<file path="config.mk">
export PLATFORM = sky130hd
export DESIGN_NAME = mb_rtu_frame_parser
export DESIGN_NICKNAME = d
export VERILOG_FILES = /design/src/rtl/mb_rtu_frame_parser.sv
export SDC_FILE = /design/constraint.sdc
export NUM_CORES = 1
export LEC_CHECK = 0
export ABC_AREA = 1
export CORE_MARGIN = 2
export CORE_UTILIZATION = 49
export DETAILED_ROUTE_END_ITERATION = 10
export PLACE_DENSITY = 0.73
export SYNTH_ARGS = -nofsm -noshare
export SYNTH_HDL_FRONTEND = slang
export SYNTH_SLANG_ARGS = --single-unit
</file>
<file path="constraint.sdc">
create_clock -name clk -period 2.46 [get_ports clk]
set_input_delay 0.246 -clock clk [delete_from_list [all_inputs] [get_ports clk]]
set_output_delay 0.246 -clock clk [all_outputs]
set_load 0.02 [all_outputs]
</file>
<file path="src/rtl/mb_rtu_frame_parser.sv">
// Modbus RTU request parser: drains one frame from the receive FIFO, checks CRC-16/MODBUS,
// address and function code, and presents 0x03/0x06 requests. Optional: `MB_BROADCAST_EN.
module mb_rtu_frame_parser #(
   parameter int unsigned CNT_W     = 10,
   parameter int unsigned FRAME_LEN = 8,
   parameter logic [15:0] CRC_POLY  = 16'hA001,
   parameter logic [15:0] CRC_INIT  = 16'hFFFF
) (
   input  logic             clk,
   input  logic             rst_n,
   input  logic             frame_done,
   input  logic [CNT_W-1:0] fifo_cnt,
   input  logic [7:0]       fifo_q,
   input  logic [7:0]       slave_addr,
   output logic             fifo_rd,
   output logic             fifo_clr,
   output logic             busy,
   output logic             frame_valid,
   output logic             bcast,
   output logic [7:0]       func_code,
   output logic [15:0]      start_addr,
   output logic [15:0]      word_val,
   output logic             crc_err,
   output logic             len_err,
   output logic             func_err
);

   localparam int unsigned IDX_W   = (FRAME_LEN > 1) ? $clog2(FRAME_LEN) : 1;
   localparam int unsigned HDR_LEN = 6;
   localparam int unsigned HDR_W   = 8 * HDR_LEN;

   typedef enum logic [2:0] {
      S_IDLE, S_CHECK, S_RD, S_CAP, S_SHIFT, S_DONE, S_CLR
   } state_t;

   state_t           state_q, state_d;
   logic [15:0]      crc_q, crc_d, crc_shift;
   logic [IDX_W-1:0] idx_q, idx_d;
   logic [2:0]       bit_q, bit_d;
   logic [HDR_W-1:0] hdr_q, hdr_d;
   logic             last_bit, last_byte, finish;
   logic             addr_ok, func_ok;

   logic             fifo_rd_d, fifo_clr_d, busy_d;
   logic             frame_valid_d, crc_err_d, len_err_d, func_err_d;
   logic [7:0]       func_code_d;
   logic [15:0]      start_addr_d, word_val_d;

   assign last_bit  = (bit_q == 3'd7);
   assign last_byte = (idx_q == IDX_W'(FRAME_LEN - 1));
   assign finish    = (state_q == S_SHIFT) && last_bit && last_byte;
   assign crc_shift = crc_q[0] ? ((crc_q >> 1) ^ CRC_POLY) : (crc_q >> 1);
   assign func_ok   = (hdr_q[39:32] == 8'h03) || (hdr_q[39:32] == 8'h06);

`ifdef MB_BROADCAST_EN
   logic bcast_d;
   assign addr_ok = (hdr_q[47:40] == slave_addr) || (hdr_q[47:40] == 8'h00);
`else
   assign addr_ok = (hdr_q[47:40] == slave_addr);
   assign bcast   = 1'b0;
`endif

   // State register
   always_ff @(posedge clk or negedge rst_n) begin
      if (!rst_n) state_q <= S_IDLE;
      else        state_q <= state_d;
   end

   // Next-state logic; the length verdict is the registered len_err pulse seen in CHECK
   always_comb begin
      state_d = state_q;
      case (state_q)
         S_IDLE:  if (frame_done) state_d = S_CHECK;
         S_CHECK: state_d = len_err ? S_CLR : S_RD;
         S_RD:    state_d = S_CAP;
         S_CAP:   state_d = S_SHIFT;
         S_SHIFT: if (last_bit) state_d = last_byte ? S_DONE : S_RD;
         S_DONE:  state_d = S_CLR;
         S_CLR:   state_d = S_IDLE;
         default: state_d = S_IDLE;
      endcase
   end

   // Datapath: CRC, byte index, bit counter, header shift register (bytes 0..5)
   always_comb begin
      crc_d = crc_q;
      idx_d = idx_q;
      bit_d = bit_q;
      hdr_d = hdr_q;
      case (state_q)
         S_CHECK: begin
            crc_d = CRC_INIT;
            idx_d = '0;
         end
         S_CAP: begin
            crc_d = crc_q ^ {8'h00, fifo_q};
            bit_d = 3'd0;
            if (32'(idx_q) < HDR_LEN) hdr_d = {hdr_q[HDR_W-9:0], fifo_q};
         end
         S_SHIFT: begin
            crc_d = crc_shift;
            bit_d = bit_q + 3'd1;
            if (last_bit && !last_byte) idx_d = idx_q + IDX_W'(1);
         end
         default: ;
      endcase
   end

   // Output logic: values for the registered outputs; verdict taken on the final CRC shift
   always_comb begin
      fifo_rd_d     = (state_d == S_RD);
      fifo_clr_d    = (state_d == S_CLR);
      busy_d        = (state_d != S_IDLE);
      len_err_d     = (state_q == S_IDLE) && frame_done && (fifo_cnt != CNT_W'(FRAME_LEN));
      frame_valid_d = 1'b0;
      crc_err_d     = 1'b0;
      func_err_d    = 1'b0;
      func_code_d   = func_code;
      start_addr_d  = start_addr;
      word_val_d    = word_val;
`ifdef MB_BROADCAST_EN
      bcast_d       = bcast;
`endif
      if (finish) begin
         if (crc_d != 16'h0000) begin
            crc_err_d = 1'b1;
         end else if (!addr_ok) begin
            frame_valid_d = 1'b0;
         end else if (!func_ok) begin
            func_err_d = 1'b1;
         end else begin
            frame_valid_d = 1'b1;
            func_code_d   = hdr_q[39:32];
            start_addr_d  = hdr_q[31:16];
            word_val_d    = hdr_q[15:0];
`ifdef MB_BROADCAST_EN
            bcast_d       = (hdr_q[47:40] == 8'h00);
`endif
         end
      end
   end

   // Datapath and output registers
   always_ff @(posedge clk or negedge rst_n) begin
      if (!rst_n) begin
         crc_q       <= '0;
         idx_q       <= '0;
         bit_q       <= '0;
         hdr_q       <= '0;
         fifo_rd     <= 1'b0;
         fifo_clr    <= 1'b0;
         busy        <= 1'b0;
         frame_valid <= 1'b0;
         crc_err     <= 1'b0;
         len_err     <= 1'b0;
         func_err    <= 1'b0;
         func_code   <= '0;
         start_addr  <= '0;
         word_val    <= '0;
`ifdef MB_BROADCAST_EN
         bcast       <= 1'b0;
`endif
      end else begin
         crc_q       <= crc_d;
         idx_q       <= idx_d;
         bit_q       <= bit_d;
         hdr_q       <= hdr_d;
         fifo_rd     <= fifo_rd_d;
         fifo_clr    <= fifo_clr_d;
         busy        <= busy_d;
         frame_valid <= frame_valid_d;
         crc_err     <= crc_err_d;
         len_err     <= len_err_d;
         func_err    <= func_err_d;
         func_code   <= func_code_d;
         start_addr  <= start_addr_d;
         word_val    <= word_val_d;
`ifdef MB_BROADCAST_EN
         bcast       <= bcast_d;
`endif
      end
   end

endmodule
</file>
==> results.md, run 1 <==
* Number of nets in the layout at 771
* Synth warn at 0
* Largest net degree at the start of global routing at between 60 and 70
* Maximum count of clock buffers along a single path at 2
* Static leakage power at roughly 3.6 nW
* HP Class: in -> async
* Max Freq at roughly 0.44 GHz
* Clock insertion delay at the later pin of the skew report at roughly 0.42 ns
* Number of antenna violations at the first check in global routing at 0
* Worst slew margin relative to its limit at 0.418
* Summed instance area of the synthesized netlist at 0.00554 mm2
* Post-Synthesis Net Count at between 600 and 700
* Worst-margin pin slew at 0.870 ns
* Number of cells produced by synthesis at 658
* Utilization after layout at 0.645
* Count of distinct cell types in the synthesized netlist at 31
* Overall Global Routing Usage at 0.230
* DR vias/cell at approximately 5.2
* Total global routing overflow at 0
* Weighted congestion at the end of routability-driven global placement at about 0.8
* Port Buffer Count at 75
* Outcome: finished clean
* Critical path arrival at 2.60 ns
* Half-perimeter wire length of the detailed placement result at between 8 and 9 mm
* Wire length of the first global-routing pass at between 20 and 25 mm
* Highest net fanout along the worst path at 29
* Worst-path clk slew at ~0.05 ns
* Diodes inserted at 0
* Number of failing setup endpoints in the final timing report at 0
* Via total after detailed routing at about 4600
* Total power after layout at 5.60 mW
* Root cell of the clock tree: sky130_fd_sc_hd__clkbuf_16
* Worst clock skew on the final layout at 0.0111 ns
* Min cycle time layout at ~2.3 ns
* Crit share post-route at 0.931
* Post-route ant nets at 0
* Vias in the first global route at around 4600
* Number of placement rows at 38
* Number of sinks on the clock net at 120
* Boundary pin count at between 70 and 80
* Initial core utilization at 0.507
* Vertical die dimension at about 110 um
* H-tree levels at 4
* Pwr dens at 795 mW/mm2
* Remaining design rule violation count at 0
* Wire per inst at 14.3 um
* Worst supply voltage drop on vdd at around 0.00076 V
* RSZ-0062 raised after global routing: no
* Pins Over Slew Limit at 0
* Total CTS buffers at 17
* Clock tree from TritonCTS: done
* Register bit total from synthesis at 120
* Final hold violation count at 0
* Detailed Route WL at 12.8 mm
* Area inside the core boundary at between 0.01 and 0.015 mm2
* Category of the worst setup path launch point: flip-flop
* Endpoint class of the critical path: flip-flop
* Pre-Repair DR Iteration Count at 5
* Area added between synthesis and finish at 27.2%
* Avg Synthesized Cell Area at about 8.4 um2
* First-iteration detailed-routing DRC count at between 200 and 300
* Kind of critical path: reg -> reg
* Sequential area share after synthesis at 0.542
* Die area at around 0.012 mm2
* Number of maximum-capacitance constraint violations at 0
* DIE WIDTH at around 110 um
* Accumulated negative setup slack at 0 ns
* Layout cell share with drive strength beyond 1 at 0.0919
* Required time at the worst-slack endpoint at 2.76 ns
-- per-layer routing --
layer  vias to the layer above  share of wire  GRT usage
met5                         -              0          0
met4                         0          0.019     0.0920
met3                        23          0.052     0.0611
met2                       142           0.49      0.383
met1                      2190           0.44      0.285
li1                       2277              -          -
-- stage by stage --
step	worst slack (ns)	cells	instance area [um2]	hold slack, ns
after floorplan	0.595	658	5540	-0.0496
after global placement	0.287	858	6440	0.235
after detailed placement	0.219	858	6440	0.244
after CTS	0.190	891	7040	0.352
after global routing	0.000161	891	7050	0.390
final	0.169	891	7050	0.337
-- layout make-up --
type                       instances  area (um2)
sequential                       120        3000
tap                              140         175
inverter                          74         278
timing repair buffer              92         920
clock inverter                    10         125
multi-input combinational        433        2080
clock buffer                      22         464
fill                             921        3890
-- placed cells by master (no fill, tap or decap), types with 2 or more instances in the layout --
cell type                         synthesis  final
sky130_fd_sc_hd__buf_12                   0      3
sky130_fd_sc_hd__nor2_2                   3      4
sky130_fd_sc_hd__o21ai_0                 32     32
sky130_fd_sc_hd__nor3_1                   3      3
sky130_fd_sc_hd__nand3_1                 36     36
sky130_fd_sc_hd__xor2_1                   2      2
sky130_fd_sc_hd__nand3_2                  4      4
sky130_fd_sc_hd__buf_4                    1     13
sky130_fd_sc_hd__inv_2                    3      3
sky130_fd_sc_hd__clkbuf_8                 0      2
sky130_fd_sc_hd__dfrtp_1                120    120
sky130_fd_sc_hd__nand2_1                186    186
sky130_fd_sc_hd__xnor2_1                  6      6
sky130_fd_sc_hd__clkbuf_1                14      3
sky130_fd_sc_hd__inv_1                   71     71
sky130_fd_sc_hd__clkinv_2                 0      7
sky130_fd_sc_hd__nor2_1                  73     72
sky130_fd_sc_hd__a21oi_1                 23     22
sky130_fd_sc_hd__ha_1                     4      4
sky130_fd_sc_hd__clkbuf_16                0     17
sky130_fd_sc_hd__nor4_1                   3      3
sky130_fd_sc_hd__mux2_2                   5      5
sky130_fd_sc_hd__a22o_1                   2      2
sky130_fd_sc_hd__bufinv_16                0      3
sky130_fd_sc_hd__nand4_1                 41     41
sky130_fd_sc_hd__clkdlybuf4s50_1          0     74
-- cell usage after synthesis, drive strengths merged --
cell / count / area share
nor3b: 1 / 0.0014
conb: 1 / 0.00068
inv: 74 / 0.050
nand4: 42 / 0.050
clkbuf: 14 / 0.0095
o21ai: 34 / 0.031
nor2: 77 / 0.055
mux2: 5 / 0.010
dfrtp: 120 / 0.54
ha: 4 / 0.0090
a21oi: 23 / 0.021
nand3: 41 / 0.043
a31oi: 1 / 0.0011
a22o: 2 / 0.0032
xnor2: 6 / 0.0095
buf: 17 / 0.026
nand2: 188 / 0.13
nor3: 3 / 0.0027
nor4: 3 / 0.0034
xor2: 2 / 0.0032
-- cell families after synthesis --
logic type,count (synthesis),share of synthesized area
and+or+nand+nor,355,0.284
AOI/OAI and AO/OA,60,0.0558
muxes,5,0.0102
xor gates and xnor gates,8,0.0126
other,1,0.000677
adders and majority gates,4,0.00903
buffers and inverters,105,0.0856
DFF,120,0.542
-- path summary, 6_finish.rpt --
check	cells after the start	slack [ns]	endpoint	start
setup reg to reg	12	0.17	func_err	state_q[2]
hold / removal	2	0.34	func_code[1]	rst_n
max in group asynchronous	3	1.41	crc_q[10]	rst_n
hold reg to reg	2	0.47	word_val[6]	word_val[6]
setup / recovery	12	0.17	func_err	state_q[2]
min in group clk	3	0.42	len_err	frame_done
-- what timing repair did --
action | CTS | global route
endpoints found under the setup margin | 0 | 19
endpoints found under the hold margin | 34 | 0
hold buffers | 1 | 0
resized for setup | 0 | 2
buffers inserted | 0 | 0
-- critical path: stages (launching register included) --
cell,delay (ns)
sky130_fd_sc_hd__dfrtp_1,0.39
sky130_fd_sc_hd__buf_4,0.24
sky130_fd_sc_hd__nand2_2,0.21
sky130_fd_sc_hd__nand2_4,0.16
sky130_fd_sc_hd__nor2_1,0.11
sky130_fd_sc_hd__a21oi_1,0.18
sky130_fd_sc_hd__nand2_1,0.08
sky130_fd_sc_hd__nor2_1,0.11
sky130_fd_sc_hd__nand2_1,0.09
sky130_fd_sc_hd__nor2_4,0.13
sky130_fd_sc_hd__buf_12,0.18
sky130_fd_sc_hd__nand2_1,0.06
sky130_fd_sc_hd__nor3_1,0.23
-- power by group --
part           switching, mW  internal (mW)  leakage (nW)
registers              0.172           2.14          1.45
logic                  0.486          0.327          1.89
clock network          0.844           1.63         0.297
-- sequential cells by signal (all words and copies together) (netlist names), 3 cells and up --
signal	flops
word_val	16
bit_q	3
crc_q	16
start_addr	16
idx_q	3
state_q	3
func_code	8
hdr_q	48
Power figures use the tool's default switching activity.
==> run 2: changes to the inputs <==
--- a/config.mk
+++ b/config.mk
@@ -12,2 +12,4 @@
 export PLACE_DENSITY = 0.73
+export RECOVER_POWER = 50
+export REMOVE_ABC_BUFFERS = 1
 export SYNTH_ARGS = -nofsm -noshare
==> constraint.sdc (replaced) <==
create_clock -name clk -period 2.46 [get_ports clk]
set_input_delay 0.615 -clock clk [delete_from_list [all_inputs] [get_ports clk]]
set_output_delay 0.615 -clock clk [all_outputs]
set_load 0.02 [all_outputs]
==> run 2 against run 1 <==
Effect of this change:
- combinational power down 2%
- total power grew 3.7%
- global-route usage shrank 0.73 points
- setup slack better by 0.013 ns
- via count rose by 1.1%
- final area grew 0.71%
- critical path depth is 1 higher
- clock power up 9.7%
- routed wire length down 3.8%
- maximum frequency grew 0.59%
- critical path type unchanged
- largest cell class unchanged
==> results.md, run 2 (synthesis results as in run 1) <==
* Outcome: finished clean
* Number of nets in the layout at 774 (+0.39%)
* Boundary pin count at 77 (unchanged)
* Area inside the core boundary at 0.0109 mm2 (unchanged)
* Pwr dens at 818 mW/mm2 (+2.9%)
* Min cycle time layout at 2.28 ns (-0.0134 ns)
* Diodes inserted at 0 (unchanged)
* Resized cells post-CTS at 0 (unchanged)
* Area added between synthesis and finish at 28.1%
* Wire length of the first global-routing pass at 21.1 mm (-0.78%)
* Detailed Route WL at 12.3 mm (-3.8%)
* Remaining design rule violation count at 0 (unchanged)
* Port Buffer Count at 75 (unchanged)
* Total global routing overflow at 0 (unchanged)
* Sequential cell area in the final layout at 0.00300 mm2 (unchanged)
* Overall Global Routing Usage at 0.223 (-0.00731)
* Max Freq at 0.439 GHz (+0.59%)
* Number of maximum-capacitance constraint violations at 0 (unchanged)
* RSZ-0062 raised after global routing: no
* Internal at 4.27 mW (+4.0%)
* Pre-Repair DR Iteration Count at 6 (+1)
* Pins Over Slew Limit at 0 (unchanged)
* Commonest non-fill, non-tap cell in the layout: sky130_fd_sc_hd__nand2_1
* Final hold violation count at 0 (unchanged)
* Initial core utilization at 0.507 (unchanged)
* Clock tree from TritonCTS: done
* Total CTS buffers at 17 (unchanged)
* Worst clock skew on the final layout at 0.00785 ns (-0.00330 ns)
* DR vias/cell at 5.24 (+0.76%)
* Cell total after placement at 862 (+0.47%)
* Weighted congestion at the end of routability-driven global placement at 0.883 (+9.1%)
* H-tree levels at 4 (unchanged)
* DP Worst Slack at -0.0801 ns (-0.299 ns)
* Layout cell share with drive strength beyond 1 at 0.0968 (+0.00494)
* Root cell of the clock tree: sky130_fd_sc_hd__clkbuf_16
* Worst supply voltage drop on vdd at 0.000491 V (-35%)
* Switching component of the power at 1.54 mW (+2.6%)
* Via total after detailed routing at 4683 (+1.1%)
* Worst reg-to-reg path cell count at 13 (+1)
* Number of antenna violations at the first check in global routing at 0 (unchanged)
* Maximum count of clock buffers along a single path at 2 (unchanged)
* Vias in the first global route at 4555 (-0.044%)
* Number of placement rows at 38 (unchanged)
* Register containing the most flip-flops in the final layout: hdr_q
* Utilization after layout at 0.649 (+0.00458)
* Gate power share at 0.137 (-0.008)
* Final-layout fill cell count at 889 (-3.5%)
* Required time at the worst-slack endpoint at 2.76 ns (about the same)
* Net Sw Frac at 0.265 (-0.00276)
* Clock insertion delay at the later pin of the skew report at 0.41 ns (about the same)
* Worst slew margin relative to its limit at 0.323 (-0.0944)
* Leading cell types in the layout, fill and taps excluded: 186 x sky130_fd_sc_hd__nand2_1, 120 x sky130_fd_sc_hd__dfrtp_1, 74 x sky130_fd_sc_hd__clkdlybuf4s50_1
* Largest net degree at the start of global routing at 49 (-23%)
* Crit share post-route at 0.926 (-0.00545)
* Post-CTS setup-driven buffer insertion count at 0 (unchanged)
* Vertical die dimension at 110 um (unchanged)
* Worst-path clk slew at 0.06 ns (about the same)
* Count of non-filler cells in the finished layout at 894 (+0.34%)
* Highest net fanout along the worst path at 18 (-38%)
* Worst-case register-to-register setup slack at 0.18 ns (about the same)
* Wire per inst at 13.7 um (-4.2%)
* First-iteration detailed-routing DRC count at 298 (+0.68%)
* Area of the multi-input gates at 0.00208 mm2 (-0.18%)
* Critical path arrival at 2.58 ns (-0.02 ns)
* Die area at 0.0122 mm2 (unchanged)
* Endpoint class of the critical path: flip-flop
* Number of sinks on the clock net at 120 (unchanged)
* Kind of critical path: reg -> reg
* Fraction of power consumed by the clock network at 0.466 (+0.024)
* Half-perimeter wire length of the detailed placement result at 8.38 mm (-5.6%)
* Category of the worst setup path launch point: flip-flop
* Worst path setup slack after routing at 0.182 ns (+0.0134 ns)
* Static leakage power at 3.65 nW (+0.29%)
* Post-CTS Hold Fix Bufs at 0 (-1)
* Flip-flop count of the largest register, all copies and words added at 48 (unchanged)
* Worst-margin pin slew at 1.02 ns (+0.145 ns)
* HP Class: in -> async
* Number of failing setup endpoints in the final timing report at 0 (unchanged)
* Post-route ant nets at 0 (unchanged)
* DIE WIDTH at 110 um (unchanged)
* Flop pwr share at 0.397 (-0.016)
==> run 2: changes by cell type in the layout (fill, tap and decap cells not counted), sizes merged, moves of 2 or more <==
cell / before / now
clkinvlp: 0 / 3
inv: 74 / 76
bufinv: 3 / 5
clkinv: 7 / 4
==> run 2: power groups by stage <==
stage | registers, mW | logic [mW] | clock network, mW
after CTS | 2.30 | 0.808 | 2.73
final | 2.30 | 0.795 | 2.71
after global placement | 2.32 | 0.774 | 0
after detailed placement | 2.33 | 0.801 | 0
after floorplan | 2.29 | 0.585 | 0
after global routing | 2.33 | 0.941 | 2.84
==> run 2: worst paths after layout <==
kind                                      to          from
max in group asynchronous          hdr_q[14]         rst_n
worst max register to register  word_val[11]    state_q[2]
worst min-delay path               hdr_q[41]         rst_n
worst min register to register  func_code[1]  func_code[1]
worst max-delay path            word_val[11]    state_q[2]
min in group clk                func_code[1]  func_code[1]
==> run 2: cell type report <==
type	count	area share
repair buffers	95	0.129
inverters	74	0.0391
multi-input cells	433	0.293
clock inverters	14	0.0312
well taps	140	0.0247
flip-flops and latches	120	0.423
clock buffers	18	0.0605
==> run 2: through the flow <==
stage,area [um2],power (mW),hold WS [ns],TNS [ns]
final,7100,5.81,0.351,0
after CTS,7130,5.84,0.201,0
after floorplan,5350,2.88,0.319,-75.29
after global routing,7100,6.11,0.450,0
after global placement,6480,3.09,0.448,0
after detailed placement,6480,3.13,0.457,-1.88
==> run 2: per-layer routing <==
layer,wire (um),up-vias,global-route usage
met2,6220,126,0.370
li1,-,2286,-
met5,0,-,0
met1,5190,2252,0.287
met4,162,0,0.0759
met3,705,19,0.0523
==> run 2: worst max-delay path, cell delays in order (launching register included) <==
cell                      delay, ns
sky130_fd_sc_hd__dfrtp_1       0.44
sky130_fd_sc_hd__buf_4         0.23
sky130_fd_sc_hd__nand2_2       0.19
sky130_fd_sc_hd__nand2_4       0.15
sky130_fd_sc_hd__nor2_1        0.11
sky130_fd_sc_hd__nand2_1       0.07
sky130_fd_sc_hd__nand2_1       0.06
sky130_fd_sc_hd__nor2_1        0.11
sky130_fd_sc_hd__nand2_1       0.08
sky130_fd_sc_hd__nor2_2        0.19
sky130_fd_sc_hd__nand4_4       0.19
sky130_fd_sc_hd__buf_12        0.21
sky130_fd_sc_hd__nand2_1       0.06
sky130_fd_sc_hd__nand2_1       0.06
==> run 3: changes to the inputs <==
Settings changed: ABC_AREA 1 to not set.
==> run 3 against run 2 <==
Effect of this change:
- the flow now finishes with violations (negative setup slack)
- total power up 28%
- non-clock buffer count up 27
- setup slack worse by 0.36 ns
- sequential share of layout area down 0.66 points
==> results.md, run 3 <==
* Largest family of logic cells by synthesized area: multiplexers
* Port Buffer Count at 75 (unchanged)
* Synth warn at 0 (unchanged)
* Area share of the largest cell type after synthesis at 0.564 (+0.0227)
* Static leakage power at 3.38 nW (-7.3%)
* Largest delay contributor family on the critical path: simple AND/OR/NAND/NOR gates
* Number of sinks on the clock net at 120 (unchanged)
* Top area cells in the synthesized netlist: sky130_fd_sc_hd__dfrtp_1 56%, sky130_fd_sc_hd__mux2_2 10%, sky130_fd_sc_hd__mux2_4 9.6%
* Most frequent cell after synthesis: sky130_fd_sc_hd__dfrtp_1
* Weighted congestion at the end of routability-driven global placement at 0.829 (-6.0%)
* Min cycle time layout at 2.64 ns (+0.364 ns)
* Worst-path clk slew at 0.06 ns (about the same)
* Vertical die dimension at 108 um (-2.0%)
* Post-synth top area cell: sky130_fd_sc_hd__dfrtp_1
* Count of distinct cell types in the synthesized netlist at 57 (+84%)
* Number of nets in the layout at 550 (-29%)
* First-iteration detailed-routing DRC count at 263 (-12%)
* Maximum count of clock buffers along a single path at 2 (unchanged)
* Post-Synth XOR/XNOR Area at 0.0165 (+0.00382)
* Leading cell types in the layout, fill and taps excluded: 119 x sky130_fd_sc_hd__dfrtp_1, 74 x sky130_fd_sc_hd__clkdlybuf4s50_1, 48 x sky130_fd_sc_hd__mux2_2
* Summed instance area of the synthesized netlist at 0.00532 mm2 (-4.0%)
* HP Class: in -> async
* Critical path arrival at 3.03 ns (+0.45 ns)
* RSZ-0062 raised after global routing: yes
* Overall Global Routing Usage at 0.213 (-0.00934)
* Boundary pin count at 77 (unchanged)
* Endpoint class of the critical path: flip-flop
* Proportion of synthesized flip-flops having asynchronous set or reset at 1.00 (unchanged)
* H-tree levels at 4 (unchanged)
* Utilization after layout at 0.674 (+0.0252)
* Post-route ant nets at 0 (unchanged)
* Critical Path Most Common Cell: sky130_fd_sc_hd__buf_4
* Failing checks: negative setup slack
* Top_reg_cell synth: sky130_fd_sc_hd__dfrtp_1
* Initial core utilization at 0.497 (-0.00956)
* DR vias/cell at 5.49 (+4.8%)
* Largest net degree at the start of global routing at 45 (-8.2%)
* DIE WIDTH at 108 um (-2.0%)
* Clock insertion delay at the later pin of the skew report at 0.52 ns (+0.11 ns)
* Worst path buffer plus inverter count at 3 (+1)
* Area of the multi-input gates at 0.00223 mm2 (+7.2%)
* Hold_ws at 0.299 ns (-0.0519 ns)
* Total CTS buffers at 17 (unchanged)
* Crit-path cells: or2_4 > buf_4 > o22ai_1 > a21oi_1 > or4_1 > nand4b_4 > buf_4 > buf_12 > mux2_4
* EDFF count, synth at 0 (unchanged)
* Kind of critical path: reg -> reg
* Highest net fanout along the worst path at 11 (-7)
* Outcome: finished, violations left
* Crit share post-route at 1.07 (+0.148)
* Half-perimeter wire length of the detailed placement result at 7.48 mm (-11%)
* Wire length of the first global-routing pass at 18.9 mm (-10%)
* Compound-Gate Fraction of Synth Area at 0.0717 (+0.0160)
* Commonest non-fill, non-tap cell in the layout: sky130_fd_sc_hd__dfrtp_1
* Multiplexer share of the synthesized area at 0.199 (+0.189)
* Layout cell share with drive strength beyond 1 at 0.342 (+0.245)
* Wire per inst at 17.8 um (+29%)
* Diodes inserted at 0 (unchanged)
* Number of failing setup endpoints in the final timing report at 36 (+36)
* Highest cell delay on the worst timing path at 0.54 ns (+0.10 ns)
* Number of antenna violations at the first check in global routing at 0 (unchanged)
* Remaining design rule violation count at 0 (unchanged)
* Fraction of the mapped netlist area in simple logic gates at 0.112 (-0.173)
* Number of cells produced by synthesis at 398 (-40%)
* Final-layout fill cell count at 723 (-19%)
* Sequential area share after synthesis at 0.564 (+0.0227)
* Worst clock skew on the final layout at 0.0129 ns (+0.00505 ns)
* Worst supply voltage drop on vdd at 0.000628 V (+28%)
* Worst path setup slack after routing at -0.182 ns (-0.364 ns)
* Root cell of the clock tree: sky130_fd_sc_hd__clkbuf_8
* Max Freq at 0.379 GHz (-14%)
* Via total after detailed routing at 3673 (-22%)
* Vias in the first global route at 3657 (-20%)
* Required time at the worst-slack endpoint at 2.85 ns (+0.09 ns)
* Sequential cell area in the final layout at 0.00300 mm2 (about the same)
* Worst slew margin relative to its limit at 0.271 (-0.0516)
* Accumulated negative setup slack at -5.81 ns (-5.81 ns)
* Number of maximum-capacitance constraint violations at 0 (unchanged)
* Slowest stage cell on the critical path: sky130_fd_sc_hd__or4_1
* Clock tree from TritonCTS: done
* Register containing the most flip-flops in the final layout: hdr_q
* Die area at 0.0117 mm2 (-3.9%)
* Avg Synthesized Cell Area at 13.4 um2 (+59%)
* Pwr dens at 1030 mW/mm2 (+26%)
* Area added between synthesis and finish at 35.6%
* Worst-margin pin slew at 1.09 ns (+0.0774 ns)
* Pins Over Slew Limit at 0 (unchanged)
* Detailed Route WL at 11.9 mm (-3.3%)
* Post-CTS Hold Fix Bufs at 0 (unchanged)
* Final hold violation count at 0 (unchanged)
* Top cell types by occurrence after synthesis: 120 x sky130_fd_sc_hd__dfrtp_1, 48 x sky130_fd_sc_hd__mux2_2, 34 x sky130_fd_sc_hd__mux2_4, 21 x sky130_fd_sc_hd__nor2_1, 17 x sky130_fd_sc_hd__nand2_1
* Number of placement rows at 38 (unchanged)
* Category of the worst setup path launch point: flip-flop
* Share of synthesized cell area in full adder, half adder and majority cells at 0.00941 (+0.000378)
* Pre-Repair DR Iteration Count at 5 (-1)
* Total global routing overflow at 0 (unchanged)
* Area inside the core boundary at 0.0107 mm2 (-2.2%)
* Register bit total from synthesis at 120 (unchanged)
* Flip-flop count of the largest register, all copies and words added at 48 (unchanged)
[run 3: cell types whose count changed after synthesis, moves of 23 or more]
| cell | before | now |
|---|---|---|
| sky130_fd_sc_hd__mux2_2 | 5 | 48 |
| sky130_fd_sc_hd__nand3_1 | 36 | 2 |
| sky130_fd_sc_hd__inv_1 | 71 | 5 |
| sky130_fd_sc_hd__nand2_1 | 186 | 17 |
| sky130_fd_sc_hd__o21ai_0 | 32 | 9 |
| sky130_fd_sc_hd__nor2_1 | 73 | 21 |
| sky130_fd_sc_hd__mux2_4 | 0 | 34 |
| sky130_fd_sc_hd__nand4_1 | 41 | 1 |
[run 3: metal layers]
layer	track usage	wire, um	up-vias
met2	0.344	5910	124
li1	-	-	1680
met3	0.0518	581	19
met1	0.283	5220	1850
met4	0.0742	166	0
met5	0	0	-
[run 3: cell families (layout without fill, tap and decap cells)]
logic type,count (synthesis),count (layout)
XOR/XNOR,10,10
adder cells (fa/ha/maj),4,4
buffers and inverters,27,158
other,1,1
flip-flops,120,120
multiplexers,83,83
AND/OR/NAND/NOR,98,98
AO/OA/AOI/OAI,55,55
[run 3: repair_timing]
| action | 4_1_cts | 5_1_grt |
|---|---|---|
| gates resized for setup | 10 | 16 |
| setup endpoints to repair | 39 | 40 |
| gates cloned | 3 | 0 |
| buffers inserted | 8 | 7 |
| pin swaps | 2 | 6 |
[run 3: layout make-up]
class,count,share of cell area
tap,140,0.0243
inverter,5,0.00260
sequential,120,0.416
timing repair buffer,122,0.166
clock inverter,14,0.0243
multi-input combinational,251,0.309
clock buffer,17,0.0574
[run 3: final timing paths]
path	start	end	slack, ns	cells past startpoint
worst max-delay path	state_q[1]	word_val[7]	-0.18	9
worst min-delay path	rst_n	func_code[3]	0.30	1
worst max register to register	state_q[1]	word_val[7]	-0.18	9
worst min register to register	func_code[1]	func_code[1]	0.47	1
max in group asynchronous	rst_n	state_q[0]	0.53	2
min in group clk	func_code[1]	func_code[1]	0.47	1
[run 3: report_power, final]
part           switching, mW  internal (mW)  leakage [nW]
combinational          0.982           1.06          1.57
sequential             0.425           2.48          1.54
clock                  0.915           1.54         0.281
[run 3: worst register-to-register path, delay by kind of cell (launching register included)]
kind / cells / cell delay [ns]
DFF: 1 / 0.42
muxes: 1 / 0.31
AOI/OAI and AO/OA: 2 / 0.22
and+or+nand+nor: 3 / 1.06
buffers and inverters: 3 / 0.49
[run 3: through the flow]
stage	setup WS, ns	area, um2	cells	power, mW
after floorplan	-1.02	5200	376	4.02
after global placement	-0.453	6420	622	4.68
after detailed placement	-0.485	6420	622	4.78
after CTS	-0.146	7180	664	7.36
after global routing	-0.263	7210	669	7.79
final	-0.182	7210	669	7.41
